===== src/rtl/serial_addsub.sv =====
// Serial adder/subtractor: takes two WIDTH-bit operands MSB first and streams back the
// WIDTH+1-bit sum or difference MSB first, with a per-bit valid strobe.
module serial_addsub #(
    parameter int unsigned WIDTH = 4
) (
    input  logic clk,
    input  logic rst_n,
    input  logic en_i,
    input  logic mode_i,
    input  logic ina,
    input  logic inb,
    output logic en_o,
    output logic out,
    output logic busy
);

    localparam int unsigned CntW = $clog2(WIDTH + 2);

    typedef enum logic [1:0] {StIdle, StLoad, StSend} state_e;

    state_e           state_q;
    logic [WIDTH-1:0] a_q, b_q;
    logic [WIDTH:0]   res_q;
    logic [CntW-1:0]  cnt_q;
    logic             mode_q;

    logic [WIDTH-1:0] a_full, b_full;
    logic [WIDTH:0]   result;

    // Operands including the bit arriving this cycle, so the result can be
    // registered on the same edge that captures the LSB.
    always_comb begin
        a_full = {a_q[WIDTH-2:0], ina};
        b_full = {b_q[WIDTH-2:0], inb};
        result = mode_q ? ({1'b0, a_full} - {1'b0, b_full})
                        : ({1'b0, a_full} + {1'b0, b_full});
    end

    assign busy = (state_q != StIdle);

    always_ff @(posedge clk or negedge rst_n) begin
        if (!rst_n) begin
            state_q <= StIdle;
            a_q     <= '0;
            b_q     <= '0;
            res_q   <= '0;
            cnt_q   <= '0;
            mode_q  <= 1'b0;
            en_o    <= 1'b0;
            out     <= 1'b0;
        end else begin
            case (state_q)
                StIdle: begin
                    en_o <= 1'b0;
                    out  <= 1'b0;
                    if (en_i) begin
                        mode_q  <= mode_i;
                        a_q     <= a_full;
                        b_q     <= b_full;
                        cnt_q   <= CntW'(1);
                        state_q <= StLoad;
                    end
                end
                StLoad: begin
                    a_q <= a_full;
                    b_q <= b_full;
                    if (cnt_q == CntW'(WIDTH - 1)) begin
                        res_q   <= result;
                        cnt_q   <= '0;
                        state_q <= StSend;
                    end else begin
                        cnt_q <= cnt_q + 1'b1;
                    end
                end
                StSend: begin
                    out   <= res_q[WIDTH];
                    en_o  <= 1'b1;
                    res_q <= {res_q[WIDTH-1:0], 1'b0};
                    cnt_q <= cnt_q + 1'b1;
                    // Leaving here lets busy drop while the LSB is on the wire.
                    if (cnt_q == CntW'(WIDTH)) begin
                        state_q <= StIdle;
                    end
                end
                default: state_q <= StIdle;
            endcase
        end
    end

endmodule


===== config.mk =====
export PLATFORM = sky130hd
export DESIGN_NAME = serial_addsub
export DESIGN_NICKNAME = d
export VERILOG_FILES = /design/src/rtl/serial_addsub.sv
export SDC_FILE = /design/constraint.sdc
export NUM_CORES = 1
export LEC_CHECK = 0
export CORE_ASPECT_RATIO = 0.75
export CORE_UTILIZATION = 56
export DETAILED_ROUTE_END_ITERATION = 12
export PLACE_DENSITY = 0.8
export SYNTH_ARGS = -nofsm -noshare
export SYNTH_HDL_FRONTEND = slang
export SYNTH_SLANG_ARGS = --single-unit

===== constraint.sdc =====
create_clock -name clk -period 2.7 [get_ports clk]
set_clock_uncertainty 0.2 [all_clocks]
set_input_delay 0.27 -clock clk [delete_from_list [all_inputs] [get_ports clk]]
set_output_delay 0.27 -clock clk [all_outputs]
set_load 0.02 [all_outputs]

# Word level (Yosys, flattened, before mapping)
# Cells that the tools add are included.
classes:
  addsub: 3
  n_eq_ne: 7
  muxes: 16
  n_reduce_logical: 11
ops:
  columns: ["cell", "count"]
  rows:
  - ["$mux 3", 4]
  - ["$pmux 3 s2", 2]
  - ["$mux 5", 2]
  - ["$pmux 5 s2", 1]
  - ["$pmux 3 s3", 1]
  - ["$reduce_and 2->1", 4]
  - ["$reduce_bool 2->1", 4]
  - ["$mux 2", 3]
  - ["$ne 2x2->1 const B", 3]
  - ["$pmux 2 s3", 1]
  - ["$add 4x4->5", 1]
  - ["$sub 4x4->5", 1]
  - ["$pmux 1 s2", 2]
  - ["$add 3x1->3 const B", 1]
  - ["$eq 3x2->1 const B", 1]
  - ["$eq 3x3->1 const B", 1]
  - ["$reduce_and 3->1", 1]
  - ["$reduce_bool 3->1", 1]
  - ["$eq 2x1->1 const B", 1]
  - ["$eq 2x2->1 const B", 1]
  - ["$logic_not 2->1", 1]
totals:
  register_bits: 19
  input_bits: 6
  out_inout_bits: 3
  elab_cells: 45

# Longest topological paths before layout
logic_depth:
  ltp_word: 4
  mapped_depth: 9

# Worst setup path after synthesis
# No wires, ideal clock.
synth_path:
  path_kind: "reg2reg"
  from: "register b_q[0]"
  to: "register res_q[4]"
  setup_ns: 0.130
  arrival_ns: 1.861
  t_required_ns: 2.370
  path_slack_ns: 0.509
  stages_incl_launch_ff: 9
  synth_period_minus_slack_ns: 2.191
  path_cell_list: "dfrtp_1 > inv_1 > ha_1 > mux2_2 > fa_1 > nand2b_1 > a21oi_1 > xor2_1 > a31oi_1"
synth_via:
  elab_chain_cells: 4
  word_cells_on_any_way: 5
  classes_between: "2 x add/sub; 3 x mux"
synth_lines:
  columns: ["item", "line_no", "source"]
  rows:
  - ["start, declared", "22", "logic [WIDTH-1:0] a_q, b_q;"]
  - ["start signal, assigned", "59", "b_q <= b_full;"]
  - ["start signal, assigned", "66", "b_q <= b_full;"]
  - ["$add 4x4->5 / $sub 4x4->5 (equally long branches)", "36, 35", null]
  - ["$mux 5 *", "35", "result = mode_q ? ({1'b0, a_full} - {1'b0, b_full})"]
  - ["$mux 5 *", "67", "if (cnt_q == CntW'(WIDTH - 1)) begin"]
  - ["$pmux 5 s2 *", "52", "case (state_q)"]
  - ["end signal, assigned", "68", "res_q <= result;"]
  - ["end signal, assigned", "78", "res_q <= {res_q[WIDTH-1:0], 1'b0};"]
  - ["end, declared", "23", "logic [WIDTH:0] res_q;"]
# Mark *: on every way between the ends. The rest lies on a longest branch, timed or not. The select of a mux whose other input is x is not followed.
# A chain may end at the register's enable or synchronous reset.

# Final worst setup path
# Same ends and word-level chain as after synthesis.

==> impl_metrics.json <==
{
  "cts-buffers-inserted": 3,
  "place.gp.congestion": 0.8092,
  "crit_type": "flop to flop",
  "syn_to_final_growth_pct": 11.15,
  "hold_viol": 0,
  "worstSetupStartpointType": "flop",
  "synthTopCellsByArea": "dfrtp_1 41%, ha_1 13%, o21ai_0 5.6%",
  "grt_use_total": 0.2509,
  "die_x_um": 54.72,
  "synthCells": 124,
  "async_flop_share": 1.000,
  "timing.rr.start": "b_q[0]",
  "tns_ns": 0,
  "worst_r2r_endpoint": "res_q[4]",
  "grt_max_degree": 20,
  "relSlewSlack": 0.4340,
  "cts.htree.levels": 1,
  "die_h_um": 41.54,
  "syn-cell-area_mm2": 0.001167,
  "yosysMostFrequentCell": "dfrtp_1",
  "core-area_mm2": 0.001838,
  "drt_iter0_markers": 13,
  "crit_path_top_delay_cell": "dfrtp_1",
  "max-vdd-ir-drop_uv": 873.2,
  "clk_latency_ns": 0.30,
  "hp-class": "input port to async pin",
  "max_stage_delay_ns": 0.43,
  "critical_path_buf_inv_count": 1,
  "path_depth": 8,
  "postRouteAntennaNets": 0,
  "ios": 9,
  "cts_hold_buf": 0,
  "finalNetCount": 156,
  "maxCapViolCount": 0,
  "grt_pass1_wl_mm": 3.960,
  "clockBufferDepth": 2,
  "post_cts_resize_count": 0,
  "fill_cells": 141,
  "syn_avg_cell_area_um2": 9.414,
  "synth-edff-count": 0,
  "viasPerCell": 5.703,
  "hold_slack_ns": 0.2400,
  "p_per_area_mw_per_mm2": 1265,
  "vias": 901,
  "antenna_found_initial": 0,
  "fmax_ghz": 0.4194,
  "crit_end": "res_q[4]",
  "fin_crit_ns": 2.385,
  "rsz0062_at_grt": "no",
  "cts_tree": "done",
  "drt_first_pass_iters": 4,
  "worst_setup_path_end_kind": "flop",
  "setup_violations": 0,
  "grt_pass1_vias": 881,
  "synth_fp_nets": 143,
  "cp_top_family": "adder cells",
  "total_power_mw": 1.641,
  "ff2ff_setup_slack_ns": 0.32,
  "crit_required_ns": 2.69,
  "p_leak_nw": 0.6129,
  "synth_area_leader_cell": "dfrtp_1",
  "cts_setup_buffers": 0,
  "ys_seq_elements": 19,
  "overflow": 0,
  "worst_slew_pin_slew_ns": 0.8463,
  "crit_start": "b_q[0]",
  "io_buffers": 8,
  "synth_commonest_cells": "19 x dfrtp_1, 15 x inv_1, 14 x nand2_1",
  "wirelength_mm": 2.387,
  "root_buffer": "clkbuf_4",
  "fin_crit_sh": 0.8832,
  "diodes": 0,
  "ys.flop_type": "dfrtp_1",
  "slew_violations": 0,
  "synth.distinct_cells": 30,
  "crit_chain": "inv_1, ha_1, mux2_2, fa_1, nand2b_1, a21oi_1, xor2_1, a31oi_1",
  "dp_hpwl_mm": 1.887,
  "utilization": 0.7059,
  "drc_errors": 0,
  "status": "complete, no violations",
  "yosysWarnings": 0,
  "avgRoutedWirePerCell_um": 15.11,
  "die_area_mm2": 0.002273,
  "num_rows": 13,
  "synth_seq_area_share": 0.4073,
  "start_util": 0.6351,
  "cts_sinks": 19,
  "drive_gt1_frac": 0.09559,
  "cp.arrival_ns": 2.37,
  "ff2ff_path_depth": 8,
  "synth_top_area_frac": 0.4073,
  "clk_pin_slew_ns": 0.10,
  "worstPathMaxFanout": 4
}
## metrics by stage
stage          std cells  setup WS, ns  instance area, µm²
2_1_floorplan        124        0.5092                1167
3_3_place_gp         154       0.07028                1271
3_5_place_dp         154      0.002133                1271
4_1_cts              158        0.3133                1297
5_1_grt              158        0.2058                1297
6_report             158        0.3154                1297
## how the worst min path moves through the flow
stage	start	end	slack (ns)	depth (start not counted)
floorplan	rst_n	a_q[0]	-0.23	0
global placement	en_o	en_o	0.27	1
detailed placement	en_o	en_o	0.28	1
CTS	rst_n	b_q[2]	0.28	1
global route	en_o	en_o	0.32	1
finish	rst_n	a_q[2]	0.24	1
## cells in the final DEF, fill, tap and decap left out, drive strengths merged, types with 2 or more instances in the layout
cell,count
dfrtp,19
inv,15
nand2,14
o21ai,13
ha,12
nor2,11
a21oi,10
clkdlybuf4s50,8
mux2,5
clkbuf,4
xnor2,2
xor2,2
nand3b,2
nor2b,2
buf,2
nor3,2
## cell type report
| class | count | area, µm² | area share |
|---|---|---|---|
| timing repair buffer | 10 | 95.09 | 0.07329 |
| clock buffer | 4 | 26.28 | 0.02025 |
| multi-input combinational | 88 | 616.8 | 0.4754 |
| sequential | 19 | 475.5 | 0.3664 |
| tap | 22 | 27.53 | 0.02122 |
| inverter | 15 | 56.30 | 0.04339 |
## per-layer routing
layer	global-route usage	vias to the layer above	wire length [µm]
met5	0	-	0
met4	0.06154	0	48
met3	0.07692	8	119
met2	0.4072	28	1180
met1	0.3190	422	1038
li1	-	443	-
## where the power goes
part	switching (mW)	internal (mW)	total, mW
clock	0.0898	0.0577	0.148
sequential	0.104	0.409	0.514
combinational	0.546	0.433	0.980
## kinds of logic (layout without fill, tap and decap cells)
kind of cell | count (synthesis) | in the layout | synth area share
mux | 6 | 6 | 0.06002
simple gates | 36 | 36 | 0.1501
xor+xnor | 4 | 4 | 0.03002
fa+ha+maj | 13 | 13 | 0.1458
buf+inv | 17 | 29 | 0.06431
compound gates | 29 | 29 | 0.1426
flops | 19 | 19 | 0.4073
## flip-flops by register name (all words and copies together), names as in the netlist
name,flops
b_q,3
out,1
en_o,1
a_q,3
cnt_q,3
mode_q,1
res_q,5
state_q,2
## worst reg2reg max path, stage by stage (launching register included)
cell and delay, ns:
dfrtp_1 0.43, inv_1 0.08, ha_1 0.29, mux2_2 0.30, fa_1 0.42, nand2b_1 0.15
a21oi_1 0.15, xor2_1 0.15, a31oi_1 0.09
Note: power is estimated with default switching activity, not from simulation.
